[config.mk]
export PLATFORM = sky130hd
export DESIGN_NAME = sram_arb_1port
export DESIGN_NICKNAME = d
export VERILOG_FILES = /design/src/rtl/sram_arb_1port.sv
export SDC_FILE = /design/constraint.sdc
export NUM_CORES = 1
export LEC_CHECK = 0
export BUFFER_PORTS_ARGS = -buffer_cell sky130_fd_sc_hd__clkbuf_2
export CORE_ASPECT_RATIO = 1.1
export CORE_UTILIZATION = 25
export DETAILED_ROUTE_END_ITERATION = 10
export GPL_ROUTABILITY_DRIVEN = 0
export HOLD_SLACK_MARGIN = 0.15
export PLACE_DENSITY = 0.69
export SYNTH_ARGS = -nofsm -noshare
export SYNTH_HDL_FRONTEND = slang
export SYNTH_SLANG_ARGS = --single-unit
[constraint.sdc]
create_clock -name clk -period 3.6 [get_ports clk]
set_input_delay 0.72 -clock clk [delete_from_list [all_inputs] [get_ports clk]]
set_output_delay 0.72 -clock clk [all_outputs]
set_load 0.05 [all_outputs]
[src/rtl/sram_arb_1port.sv]
// Single-port SRAM arbiter between a FIFO wrapper (port A) and a host (port B), with a
// bounded A streak. Define SRAM_ARB_STATS_EN to add the b_wait_cnt starvation counter.
module sram_arb_1port #(
  parameter int WIDTH      = 16,
  parameter int AWIDTH     = 6,
  parameter int MAX_STREAK = 4
) (
  input  logic              clk,
  input  logic              rst,
  input  logic              flush,
  input  logic              a_req,
  input  logic              a_we,
  input  logic [AWIDTH-1:0] a_addr,
  input  logic [WIDTH-1:0]  a_wdata,
  input  logic              b_req,
  input  logic              b_we,
  input  logic [AWIDTH-1:0] b_addr,
  input  logic [WIDTH-1:0]  b_wdata,
  output logic              a_gnt,
  output logic              b_gnt,
  output logic              a_rvalid,
  output logic              b_rvalid,
  output logic [WIDTH-1:0]  rdata,
  output logic              sram_ce,
  output logic              sram_we,
  output logic [AWIDTH-1:0] sram_addr,
  output logic [WIDTH-1:0]  sram_wdata,
  input  logic [WIDTH-1:0]  sram_rdata
`ifdef SRAM_ARB_STATS_EN
  ,
  output logic [15:0]       b_wait_cnt
`endif
);

  localparam logic [3:0] STREAK_MAX = 4'(MAX_STREAK);

  typedef enum logic [1:0] {OWN_NONE, OWN_A, OWN_B} owner_t;

  owner_t     r_owner;
  logic [3:0] r_streak;

  logic w_a_win;
  logic w_b_win;
  logic w_block;

  // A keeps winning contended cycles until its streak reaches the cap, then B gets one.
  assign w_a_win = a_req & (~b_req | (r_streak < STREAK_MAX));
  assign w_b_win = b_req & ~w_a_win;
  assign w_block = rst | flush;

  assign a_gnt = w_a_win & ~w_block;
  assign b_gnt = w_b_win & ~w_block;

  assign sram_ce    = a_gnt | b_gnt;
  assign sram_we    = (a_gnt & a_we) | (b_gnt & b_we);
  assign sram_addr  = a_gnt ? a_addr  : (b_gnt ? b_addr  : '0);
  assign sram_wdata = a_gnt ? a_wdata : (b_gnt ? b_wdata : '0);

  assign a_rvalid = (r_owner == OWN_A);
  assign b_rvalid = (r_owner == OWN_B);
  assign rdata    = sram_rdata;

  always_ff @(posedge clk or posedge rst) begin
    if (rst) begin
      r_streak <= '0;
      r_owner  <= OWN_NONE;
    end else if (flush) begin
      r_streak <= '0;
      r_owner  <= OWN_NONE;
    end else begin
      if (!b_req || b_gnt)
        r_streak <= '0;
      else if (a_gnt && (r_streak < STREAK_MAX))
        r_streak <= r_streak + 4'd1;

      // The owner marks whose read data arrives on sram_rdata next cycle.
      if (a_gnt && !a_we)
        r_owner <= OWN_A;
      else if (b_gnt && !b_we)
        r_owner <= OWN_B;
      else
        r_owner <= OWN_NONE;
    end
  end

`ifdef SRAM_ARB_STATS_EN
  logic [15:0] r_b_wait_cnt;

  always_ff @(posedge clk or posedge rst) begin
    if (rst)
      r_b_wait_cnt <= '0;
    else if (flush)
      r_b_wait_cnt <= '0;
    else if (b_req && !b_gnt && (r_b_wait_cnt != 16'hFFFF))
      r_b_wait_cnt <= r_b_wait_cnt + 16'd1;
  end

  assign b_wait_cnt = r_b_wait_cnt;
`endif

endmodule

======== Yosys cells after proc, flatten, opt, wreduce, memory -nomap -nowiden ========
Index checks and enable logic that the tools add are counted.
cells by class
  add/sub/neg operators ................... 1
  $lt $le $gt $ge ......................... 1
  bitwise operators ....................... 13
  equality and inequality tests ........... 2
  multiplexer cells ....................... 10
  reduce and logical (&&, ||, !) cells .... 8
operators by type and width
  cell                                                                          number
  16-bit 2-to-1 mux                                                             2
  4-bit 2-to-1 mux                                                              3
  6-bit 2-to-1 mux                                                              2
  1-bit bitwise AND                                                             6
  2-bit 2-to-1 mux                                                              3
  4-bit by 1-bit adder with 4-bit output, second input constant                 1
  4-bit by 3-bit less-than comparator with 1-bit output, second input constant  1
  1-bit bitwise OR                                                              4
  1-bit logical AND                                                             3
  1-bit logical NOT                                                             3
  1-bit NOT                                                                     3
  3-bit nonzero test                                                            1
  2-bit by 1-bit == test with 1-bit output, second input constant               1
  2-bit == test, second input constant                                          1
  1-bit logical OR                                                              1
storage, ports and cells
  logic and storage cells ................. 37
  register bits after elaboration ......... 6
  output and inout bits ................... 44
  input port bits ......................... 67

======== Longest topological paths before layout ========
Gate-level depths: netlist of run 1.
  depth after elaboration ................. 10
  mapped depth ............................ 5
  mapped depth without buffers ............ 4

======== Worst setup path before layout of run 1 ========
No wires, ideal clock.
  path kind ............................... input to output
  start ................................... in rst
  end ..................................... out sram_wdata[10]
  buffers on the path ..................... 1
  arrival ................................. 2.009 ns
  cell stages on the path ................. 4
  slack ................................... 0.871 ns
  required time ........................... 2.880 ns
  cells stage by stage .................... or3b_4 > a21oi_4 > buf_6 > a22o_1
on the way
  elaborated cells between the ends (all ways) .. 6
  those cells by class .................... mux (2); bitwise (4)
RTL lines
  item               line  source
  from (decl)        9     input logic rst,
  1-bit bitwise OR   49    assign w_block = rst | flush;
  1-bit NOT          51    assign a_gnt = w_a_win & ~w_block;
  1-bit bitwise AND  51
  via a_gnt          19    output logic a_gnt,
  16-bit 2-to-1 mux  57    assign sram_wdata = a_gnt ? a_wdata : (b_gnt ? b_wdata : '0);
  to (decl)          27    output logic [WIDTH-1:0] sram_wdata,
The timed path passes the listed nets, and every way through them passes these cells.

======== Worst setup path after layout of run 1 ========
  start ................................... in rst
  end ..................................... out sram_wdata[9]
on the way
  cells in the longest elaborated chain, start to end .. 5
  elaborated cells between the ends (all ways) .. 6
  those cells by class .................... mux (2); bitwise (4)
ends and longest elaborated chain
  item                 line    source
  1-bit bitwise OR *   49
  1-bit NOT *          51, 52
  1-bit bitwise AND    52      assign b_gnt = w_b_win & ~w_block;
  16-bit 2-to-1 mux    57
  16-bit 2-to-1 mux *  57
Every way passes the cells marked *; elsewhere a longest branch is shown, timed or not.

==> results of run 1 <==
path summary, 6_finish.rpt:
check                      cells after the start                    start                 endpoint  slack [ns]
hold / removal                                 2                      rst  r_streak[1]$_DFFE_PP0P_        0.41
max in group asynchronous                      2                      rst     r_owner[0]$_DFF_PP0_        3.00
setup reg to reg                               3  r_streak[2]$_DFFE_PP0P_     r_owner[0]$_DFF_PP0_        2.06
setup / recovery                               5                      rst            sram_wdata[9]        0.59
hold reg to reg                                2  r_streak[3]$_DFFE_PP0P_  r_streak[3]$_DFFE_PP0P_        0.55
min in group clk                               2  r_streak[3]$_DFFE_PP0P_  r_streak[3]$_DFFE_PP0P_        0.55
flip-flops by register name, indices dropped and copies added, names as in the netlist:
name      count
r_streak      4
r_owner       2
routing by layer:
layer | part of all wire | vias up | wire [um] | global-route usage
met4 | 0.0056 | 0 | 12 | 0.0463
met5 | 0 | - | 0 | 0
met3 | 0.077 | 6 | 165 | 0.0240
li1 | - | 390 | - | -
met2 | 0.56 | 43 | 1190 | 0.299
met1 | 0.36 | 389 | 773 | 0.144
final cells by class:
cell class | instances | area [um2]
fill | 282 | 1580
timing repair buffer | 79 | 398
multi-input combinational | 46 | 372
sequential | 6 | 150
tap | 31 | 38.8
clock buffer | 3 | 22.5
inverter | 3 | 11.3
cell usage after synthesis:
| master | number |
|---|---|
| a21oi_4 | 1 |
| buf_4 | 16 |
| a22o_2 | 4 |
| inv_1 | 3 |
| a22o_1 | 19 |
| buf_6 | 2 |
| or3b_4 | 1 |
| and2b_1 | 1 |
| and3b_1 | 1 |
| or3_1 | 2 |
| nor2_1 | 3 |
| ha_1 | 1 |
| a21oi_1 | 2 |
| or2_2 | 1 |
| dfrtp_1 | 6 |
| a41oi_1 | 1 |
| o21ai_0 | 3 |
| nor2b_1 | 4 |
| nor3b_2 | 1 |
| o21a_1 | 1 |
| buf_2 | 3 |
metrics by stage:
step	setup slack, ns	util	instance area [um2]	hold slack (ns)
floorplan	0.871	-	691	0.501
global placement	0.651	0.378	970	0.524
detailed placement	0.608	0.378	970	0.545
CTS	0.603	0.386	992	0.407
global route	0.505	0.386	992	0.416
finish	0.592	0.386	992	0.406
kinds of logic (layout without fill, tap and decap cells):
logic type      after synthesis  count (layout)  share of synthesized area
compound gates               31              31                      0.382
fa+ha+maj                     1               1                     0.0181
buf+inv                      24              85                      0.245
flops                         6               6                      0.217
simple gates                 14              14                      0.138
worst max-delay path: cells and delay by family:
kind / cells / cell delay, ns
buffers and inverters: 2 / 0.38
AO/OA/AOI/OAI: 2 / 0.75
AND/OR/NAND/NOR: 1 / 0.43
power by group:
group	internal, mW	switching [mW]	total [mW]	leakage (nW)
Combinational	0.0393	0.0708	0.110	0.494
Clock	0.0376	0.0221	0.0597	0.0138
Sequential	0.0684	0.000366	0.0687	0.0834
Total	0.145	0.0933	0.238	0.591
==> metrics.md, run 1 <==
| Metric | Value |
|---|---|
| Dominant cell type by area after synthesis | a22o_1 |
| Hold Path Class | input port to async pin |
| Area Overhead vs Synth | 43.7% |
| Core Area | 2570 um2 |
| Die height | 57.1 um |
| Cell Count, Final, Fillers Out | 168 |
| DR WL/cell | 12.8 um |
| Buffer depth of the longest clock path | 2 |
| PD cells | 240 nW/um2 |
| Initial antenna violation count | 0 |
| Max-Cap Viols | 0 |
| Final HPWL DP | 1.85 mm |
| Share of layout cells above drive strength 1 | 0.657 |
| Clock transition at path regs | 0.04 ns |
| H-tree depth | 1 |
| N_diodes | 0 |
| Clock tree sinks | 6 |
| Largest net degree at the start of global routing | 26 |
| Setup Viol. Count Final | 0 |
| Crit-path cells | clkbuf_2, or3b_4, a21oi_4, a22o_1, clkbuf_2 |
| Critical path's largest stage delay | 0.49 ns |
| Status | completed |
| Die W | 52.1 um |
| Worst VDD drop | 0.0946 mV |
| Seq cells post-synth | 6 |
| Final hold vios | 0 |
| Crit path time final | 3.01 ns |
| Gates resized, CTS repair | 0 |
| Setup TNS | 0 ns |
| Ys Warns | 0 |
| Routed WL | 2.14 mm |
| CP Data Required Time | 2.88 ns |
| Rows | 19 |
| Initial Util | 0.269 |
| CP Max Fanout | 25 |
| Drt first pass iters | 4 |
| RSZ-0062 raised after global routing | false |
| CTS tree | yes |
| Clock root buffer | clkbuf_4 |
| Worst EP arrival | 2.29 ns |
| Commonest non-fill, non-tap cell in the layout | clkbuf_2 |
| CP max stage cell | a21oi_4 |
| Startpoint type of the worst setup path | input port |
| Syn_nets | 144 |
| TritonCTS Buffers | 3 |
| Worst Tran Pin Value | 0.589 ns |
| Antenna-violating nets left | 0 |
| Global-route wire length before repair | 3.33 mm |
| Number of DRC markers in iteration 0 | 23 |
| Crit share post-route | 0.835 |
| Syn avg cell area | 9.09 um2 |
| Full die area | 2980 um2 |
| Most frequent cells in the layout | clkbuf_2, a22o_1, dfrtp_1 |
| Relative slew slack | 0.606 |
| Most common cell on crit path | clkbuf_2 |
| Post-Route Skew | 0.00210 ns |
| CTS Hold Bufs | 0 |
| IO Port Bufs | 78 |
| Final Power | 238 uW |
| IO Pins | 111 |
| Area share of the largest cell type after synthesis | 0.241 |
| Mapped Area | 691 um2 |
| Vias/cell | 4.93 |
| Via count | 828 |
| Number of global-route vias before repair | 851 |
| Final Max Slew Viols | 0 |
| Post-CTS setup buffers | 0 |
| Crit. End Element | output port |
| Post-synthesis cell type count | 21 |
| Drt drc | 0 |
| Gr usage total | 0.148 |
| Clk_lat worst skew | 0.24 ns |
| Most area-consuming cells after synthesis | a22o_1, dfrtp_1, buf_4 |
| Post-synthesis sequential area ratio | 0.217 |
| Placed cells | 165 |
| Peak Freq | 0.332 GHz |
| Leak | 0.591 nW |
| Kind of critical path | input port to output port |
| Final net count | 207 |
| Total congestion overflow | 0 |
| Synthesized instance count | 76 |
Note: power is estimated with default switching activity, not from simulation.
==> inputs of run 2 (changes only) <==
Settings changed: ABC_AREA from default to 1, PLACE_DENSITY 0.69 to 0.63.
Clock period 3.6 ns to 2.77 ns, I/O delays scaled along.
==> run 2 against run 1 <==
Wire length down 3.8%. Sequential power increased by 31%. Clock-buffer cell count did not move. Hold slack worse by 0.18 ns. Die area increased by 18%.
==> metrics.md, run 2 <==
| Metric | Value |
|---|---|
| Crit share post-route | 0.833 |
| Largest delay share family, worst path | buffers and inverters (was compound AO/OA/AOI/OAI gates) |
| Setup Viol. Count Final | 0 (unchanged) |
| Drt first pass iters | 4 (unchanged) |
| Share of layout cells above drive strength 1 | 0.431 (was 0.657) |
| N_diodes | 0 (unchanged) |
| Kind of critical path | input port to output port (unchanged) |
| Final net count | 272 (was 207) |
| Clock tree sinks | 6 (unchanged) |
| Area share of the largest cell type after synthesis | 0.348 (was 0.241) |
| Synthesized instance count | 140 (was 76) |
| Final HPWL DP | 1.68 mm (was 1.85 mm) |
| Leak | 0.766 nW (was 0.591 nW) |
| Biggest regs | r_streak (4), r_owner (2) (unchanged) |
| Most area-consuming cells after synthesis | nand2_1, dfrtp_1, buf_4 (was a22o_1, dfrtp_1, buf_4) |
| Global-route wire length before repair | 2.86 mm (was 3.33 mm) |
| Commonest non-fill, non-tap cell in the layout | clkbuf_2 (unchanged) |
| Worst EP arrival | 1.75 ns (was 2.29 ns) |
| Worst Reg-to-Reg Cells | 6 (was 3) |
| Post-synth EDFFs | 0 (unchanged) |
| Mapped Area | 820 um2 (was 691 um2) |
| Total congestion overflow | 0 (unchanged) |
| Peak Freq | 0.433 GHz |
| Gr usage total | 0.109 (was 0.148) |
| Worst r2r src | r_streak[2]$_DFFE_PP0P_ (unchanged) |
| Most frequent cells in the layout | clkbuf_2, nand2_1, inv_1 (was clkbuf_2, a22o_1, dfrtp_1) |
| CP max stage cell | clkbuf_2 (was a21oi_4) |
| Die height | 62.1 um (was 57.1 um) |
| Via count | 972 (was 828) |
| Post-synthesis cell type count | 16 (was 21) |
| Clock root buffer | clkbuf_4 (unchanged) |
| Initial Util | 0.267 (was 0.269) |
| Final hold vios | 0 (unchanged) |
| Setup TNS | 0 ns (unchanged) |
| Clk_lat worst skew | 0.26 ns (was 0.24 ns) |
| Slack of the worst reg-to-reg path | 1.47 ns (was 2.06 ns) |
| Max reg flops | 4 (unchanged) |
| H-tree depth | 1 (unchanged) |
| Antenna-violating nets left | 0 (unchanged) |
| RSZ-0062 raised after global routing | false (unchanged) |
| Die W | 56.6 um (was 52.1 um) |
| Reg with most FFs | r_streak (unchanged) |
| Drt drc | 0 (unchanged) |
| Crit. End Element | output port (unchanged) |
| Relative slew slack | 0.781 (was 0.606) |
| Routed WL | 2.06 mm (was 2.14 mm) |
| Dominant cell type by area after synthesis | nand2_1 (was a22o_1) |
| Buf/Inv on CP | 3 (was 2) |
| CP Data Required Time | 2.22 ns (was 2.88 ns) |
| Initial antenna violation count | 0 (unchanged) |
| Critical Path End | sram_wdata[13] (was sram_wdata[9]) |
| Async SR Flop Fraction | 1.00 (unchanged) |
| CP Max Fanout | 18 (was 25) |
| Ys flop type | dfrtp_1 (unchanged) |
| FF-to-FF End | r_streak[1]$_DFFE_PP0P_ (was r_owner[0]$_DFF_PP0_) |
| Post-Route Skew | 0.00671 ns (was 0.00210 ns) |
| Critical path depth in cells | 8 (was 5) |
| Final Max Slew Viols | 0 (unchanged) |
| Worst VDD drop | 0.293 mV (was 0.0946 mV) |
| Core Area | 3070 um2 (was 2570 um2) |
| PD cells | 286 nW/um2 (was 240 nW/um2) |
| Gates resized, CTS repair | 0 (unchanged) |
| Clock transition at path regs | 0.05 ns (was 0.04 ns) |
| CTS Hold Bufs | 0 (unchanged) |
| Seq cells post-synth | 6 (unchanged) |
| Syn avg cell area | 5.85 um2 (was 9.09 um2) |
| Number of global-route vias before repair | 643 (was 851) |
| Area Overhead vs Synth | 37.9% (was 43.7%) |
| Buffer depth of the longest clock path | 2 (unchanged) |
| Hold Path Class | input port to async pin (unchanged) |
| DR WL/cell | 8.73 um (was 12.8 um) |
| Worst Tran Pin Value | 0.328 ns (was 0.589 ns) |
| Status | completed (unchanged) |
| Largest net degree at the start of global routing | 26 (unchanged) |
| Post-CTS setup buffers | 0 (unchanged) |
| Ys Warns | 0 (unchanged) |
| Most frequent cell after synthesis | nand2_1 (was a22o_1) |
| CTS tree | yes (unchanged) |
| CP startpoint | rst (unchanged) |
| IO Port Bufs | 78 (unchanged) |
| Max-Cap Viols | 0 (unchanged) |
| Full die area | 3510 um2 (was 2980 um2) |
| Critical path's largest stage delay | 0.27 ns (was 0.49 ns) |
| Post-synthesis sequential area ratio | 0.183 (was 0.217) |
| Crit path time final | 2.31 ns |
| Number of DRC markers in iteration 0 | 27 (was 23) |
| Top post-synthesis cells by count | nand2_1, buf_4, inv_1 (was a22o_1, buf_4, dfrtp_1) |
| Crit-path cells | clkbuf_2, nor2_4, nand2_1, a21oi_4, buf_12, nand2_1, nand2_1, clkbuf_2 (was clkbuf_2, or3b_4, a21oi_4, a22o_1, clkbuf_2) |
| Finished Core Util | 0.368 (was 0.386) |
| TritonCTS Buffers | 3 (unchanged) |
| Startpoint type of the worst setup path | input port (unchanged) |
| Most common cell on crit path | nand2_1 (was clkbuf_2) |
| Rows | 21 (was 19) |
| Vias/cell | 4.12 (was 4.93) |
| IO Pins | 111 (unchanged) |
| Syn_nets | 208 (was 144) |
## run 2: changes by cell type in the layout (fill, tap and decap cells not counted), moves of 2 or more
cell,previous run,this run
a22o_1,19,0
a22o_2,4,0
inv_1,3,14
nand2_1,0,76
nand4_1,0,3
nor2_1,3,12
nor2b_1,4,0
o21ai_0,3,0
or3_1,2,0
## run 2: report_power, final
group	switching, mW	leakage [nW]	internal, mW
clock	0.0346	0.0138	0.0492
sequential	0.000707	0.0832	0.0892
combinational	0.102	0.669	0.0480
## run 2: metal layers
| layer | part of all wire | global-route usage |
|---|---|---|
| met5 | 0 | 0 |
| met4 | 0.012 | 0.0523 |
| met3 | 0.11 | 0.0538 |
| met2 | 0.48 | 0.166 |
| met1 | 0.40 | 0.130 |
## run 2: kinds of logic after synthesis
group | after synthesis | synth area share
simple gates | 96 | 0.490
buf+inv | 34 | 0.266
flops | 6 | 0.183
compound gates | 3 | 0.0458
fa+ha+maj | 1 | 0.0153
## run 2: cell type report
class / instances / area, um2
Fill cell: 352 / 1940
Multi-Input combinational cell: 100 / 452
Timing Repair Buffer: 79 / 410
Sequential cell: 6 / 150
Inverter: 14 / 52.6
Tap cell: 34 / 42.5
Clock buffer: 3 / 22.5
## run 2: worst min path at each step
stage	end	slack, ns
3_5_place_dp	r_streak[2]$_DFFE_PP0P_	0.50
3_3_place_gp	r_owner[1]$_DFF_PP0_	0.50
5_1_grt	r_streak[3]$_DFFE_PP0P_	0.24
2_1_floorplan	r_owner[0]$_DFF_PP0_	0.34
6_report	r_streak[3]$_DFFE_PP0P_	0.22
4_1_cts	r_streak[3]$_DFFE_PP0P_	0.22
## run 2: stage by stage
stage	cells	power (mW)	instance area [um2]	setup WS, ns	hold WS [ns]
finish	236	0.324	1130	0.462	0.223
global route	236	0.349	1130	0.318	0.241
CTS	236	0.330	1130	0.443	0.220
detailed placement	233	0.242	1110	0.446	0.497
global placement	233	0.242	1110	0.461	0.499
floorplan	140	0.248	820	0.624	0.345
## run 2: worst reg2reg max path: stages, from the launching register on
cell and delay (ns):
dfrtp_1 0.41, o21ai_4 0.24, a21oi_4 0.13, buf_12 0.17, nor2_1 0.12, nand2_1 0.07, nor2_1 0.09
==> inputs of run 3 (changes only) <==
Settings changed: PLACE_DENSITY 0.63 to 0.66.
Clock period 2.77 ns to 1.9 ns, I/O delays scaled along.
==> run 3 against run 2 <==
Sequential cell count is the same. Cell count grew 4.2%. Highest routed layer unchanged. Combinational power grew 96%. Largest cell class is now non-clock buffers. Non-clock buffer count grew 10. Hold slack gained 0.077 ns. Critical path type is now flop to output port.
==> metrics.md, run 3 (same netlist as run 2, synthesis figures left out) <==
| Metric | Value |
|---|---|
| TritonCTS Buffers | 3 (unchanged) |
| IO Pins | 111 (unchanged) |
| CP Data Required Time | 1.52 ns (was 2.22 ns) |
| Largest net degree at the start of global routing | 16 (was 26) |
| Number of global-route vias before repair | 847 (was 643) |
| Max reg flops | 4 (unchanged) |
| Number of DRC markers in iteration 0 | 34 (was 27) |
| Leak | 0.880 nW (was 0.766 nW) |
| Drt first pass iters | 4 (unchanged) |
| Full die area | 3510 um2 (unchanged) |
| Max-Cap Viols | 0 (unchanged) |
| Critical path's largest stage delay | 0.41 ns (was 0.27 ns) |
| Global-route wire length before repair | 3.34 mm (was 2.86 mm) |
| Crit share post-route | 0.999 |
| Initial antenna violation count | 0 (unchanged) |
| H-tree depth | 1 (unchanged) |
| Area Overhead vs Synth | 88.1% (was 37.9%) |
| Biggest regs | r_streak (4), r_owner (2) (unchanged) |
| CTS tree | yes (unchanged) |
| Peak Freq | 0.527 GHz |
| CP max stage cell | dfrtp_1 (was clkbuf_2) |
| Pre-CTS setup slack | 0.0795 ns (was 0.446 ns) |
| DR WL/cell | 9.78 um (was 8.73 um) |
| Final HPWL DP | 1.71 mm (was 1.68 mm) |
| Worst EP arrival | 1.52 ns (was 1.75 ns) |
| Drt drc | 0 (unchanged) |
| Post-Route Skew | 0.00662 ns (was 0.00671 ns) |
| Finished Core Util | 0.501 (was 0.368) |
| Int Pwr | 330 uW (was 186 uW) |
| RSZ-0062 raised after global routing | true (was false) |
| Clk_lat worst skew | 0.25 ns (was 0.26 ns) |
| Commonest non-fill, non-tap cell in the layout | nand2_1 (was clkbuf_2) |
| PD cells | 351 nW/um2 (was 286 nW/um2) |
| Core Area | 3070 um2 (unchanged) |
| Relative slew slack | 0.817 (was 0.781) |
| Switching share of total power | 0.391 (was 0.424) |
| Final worst slack | 0.00239 ns (was 0.462 ns) |
| Startpoint type of the worst setup path | flop (was input port) |
| Most frequent cells in the layout | nand2_1, clkbuf_2, buf_8 (was clkbuf_2, nand2_1, inv_1) |
| Initial Util | 0.267 (unchanged) |
| Fin area | 1540 um2 (was 1130 um2) |
| CP Max Fanout | 15 (was 18) |
| Sw Pwr | 211 uW (was 137 uW) |
| Die W | 56.6 um (unchanged) |
| Worst Tran Pin Value | 0.275 ns (was 0.328 ns) |
| Kind of critical path | flop to output port (was input port to output port) |
| Reg with most FFs | r_streak (unchanged) |
| Worst VDD drop | 0.455 mV (was 0.293 mV) |
| Buffer depth of the longest clock path | 2 (unchanged) |
| Seq pwr share | 0.242 (was 0.278) |
| Crit. End Element | output port (unchanged) |
| Clock root buffer | clkbuf_4 (unchanged) |
| Vias/cell | 4.28 (was 4.12) |
| Antenna-violating nets left | 0 (unchanged) |
| Final net count | 282 (was 272) |
| Setup Viol. Count Final | 0 (unchanged) |
| Placed Area | 1170 um2 (was 1110 um2) |
| Rows | 21 (unchanged) |
| Routed WL | 2.41 mm (was 2.06 mm) |
| Share of layout cells above drive strength 1 | 0.557 (was 0.431) |
| Die height | 62.1 um (unchanged) |
| Clock transition at path regs | 0.05 ns (about the same) |
| Hold Path Class | input port to flop (was input port to async pin) |
| Total congestion overflow | 0 (unchanged) |
| Combinational Power Share | 0.543 (was 0.463) |
| Crit path time final | 1.90 ns |
| Gr usage total | 0.120 (was 0.109) |
| Clock tree sinks | 6 (unchanged) |
| N_diodes | 0 (unchanged) |
| Crit-path cells | o21ai_4, nand2_4, nor2_8, buf_12, nand2_1, nand2_2, buf_8 (was clkbuf_2, nor2_4, nand2_1, a21oi_4, buf_12, nand2_1, nand2_1, clkbuf_2) |
| Setup TNS | 0 ns (unchanged) |
| Status | completed (unchanged) |
| Via count | 1053 (was 972) |
| Final Max Slew Viols | 0 (unchanged) |
| IO Port Bufs | 78 (unchanged) |
| Final hold vios | 0 (unchanged) |
| Fill cells | 294 (was 352) |
| Clock power share | 0.215 (was 0.259) |
| Final Power | 541 uW (was 324 uW) |
## run 3: cell count changes in the layout (fill, tap and decap cells not counted), sizes merged
cell         before  now
dlygate4sd3       0    1
clkbuf           81   57
buf               1   34
## run 3: critical path, delay by kind of cell, from the launching register on
kind                   cells  cell delay (ns)
buffers and inverters      2             0.28
AOI/OAI and AO/OA          1             0.21
DFF                        1             0.41
and+or+nand+nor            4             0.37
## run 3: worst paths after layout
path / start / to / slack [ns] / cells past startpoint
worst max-delay path: r_streak[2]$_DFFE_PP0P_ / sram_wdata[3] / 0.002 / 7
worst min-delay path: b_we / r_owner[1]$_DFF_PP0_ / 0.30 / 2
worst max register to register: r_streak[2]$_DFFE_PP0P_ / r_streak[1]$_DFFE_PP0P_ / 0.59 / 7
worst min register to register: r_streak[0]$_DFFE_PP0P_ / r_streak[0]$_DFFE_PP0P_ / 0.59 / 3
max in group asynchronous: rst / r_streak[0]$_DFFE_PP0P_ / 1.09 / 3
min in group asynchronous: rst / r_streak[3]$_DFFE_PP0P_ / 0.62 / 3
## run 3: layout make-up
class | count | area, um2 | area share
Clock buffer | 3 | 22.5 | 0.0146
Inverter | 14 | 52.6 | 0.0341
Multi-Input combinational cell | 100 | 507 | 0.329
Sequential cell | 6 | 150 | 0.0974
Tap cell | 34 | 42.5 | 0.0276
Timing Repair Buffer | 89 | 767 | 0.498
## run 3: what timing repair did
item                                   in CTS  in global routing
setup buffers                               3                  2
endpoints found under the hold margin       6                  0
gates resized for setup                    47                 51
setup endpoints to repair                  25                 26
hold buffers                                1                  0
pin swaps                                   1                  1
## run 3: per-stage QoR
step	std cells	hold slack, ns
global route	246	0.290
global placement	237	0.322
detailed placement	237	0.328
floorplan	140	0.171
CTS	244	0.296
finish	246	0.300
## run 3: power groups by stage
stage                     Clock (mW)  Sequential, mW  Combinational (mW)
after CTS                      0.122           0.131               0.269
after floorplan                    0           0.133               0.229
after global placement             0           0.133               0.231
final                          0.116           0.131               0.294
after detailed placement           0           0.133               0.232
after global routing           0.129           0.131               0.313
## run 3: layer usage
layer	track usage	part of all wire
met5	0	0
met2	0.239	0.54
met1	0.124	0.35
met4	0.0279	0.0075
met3	0.0393	0.097
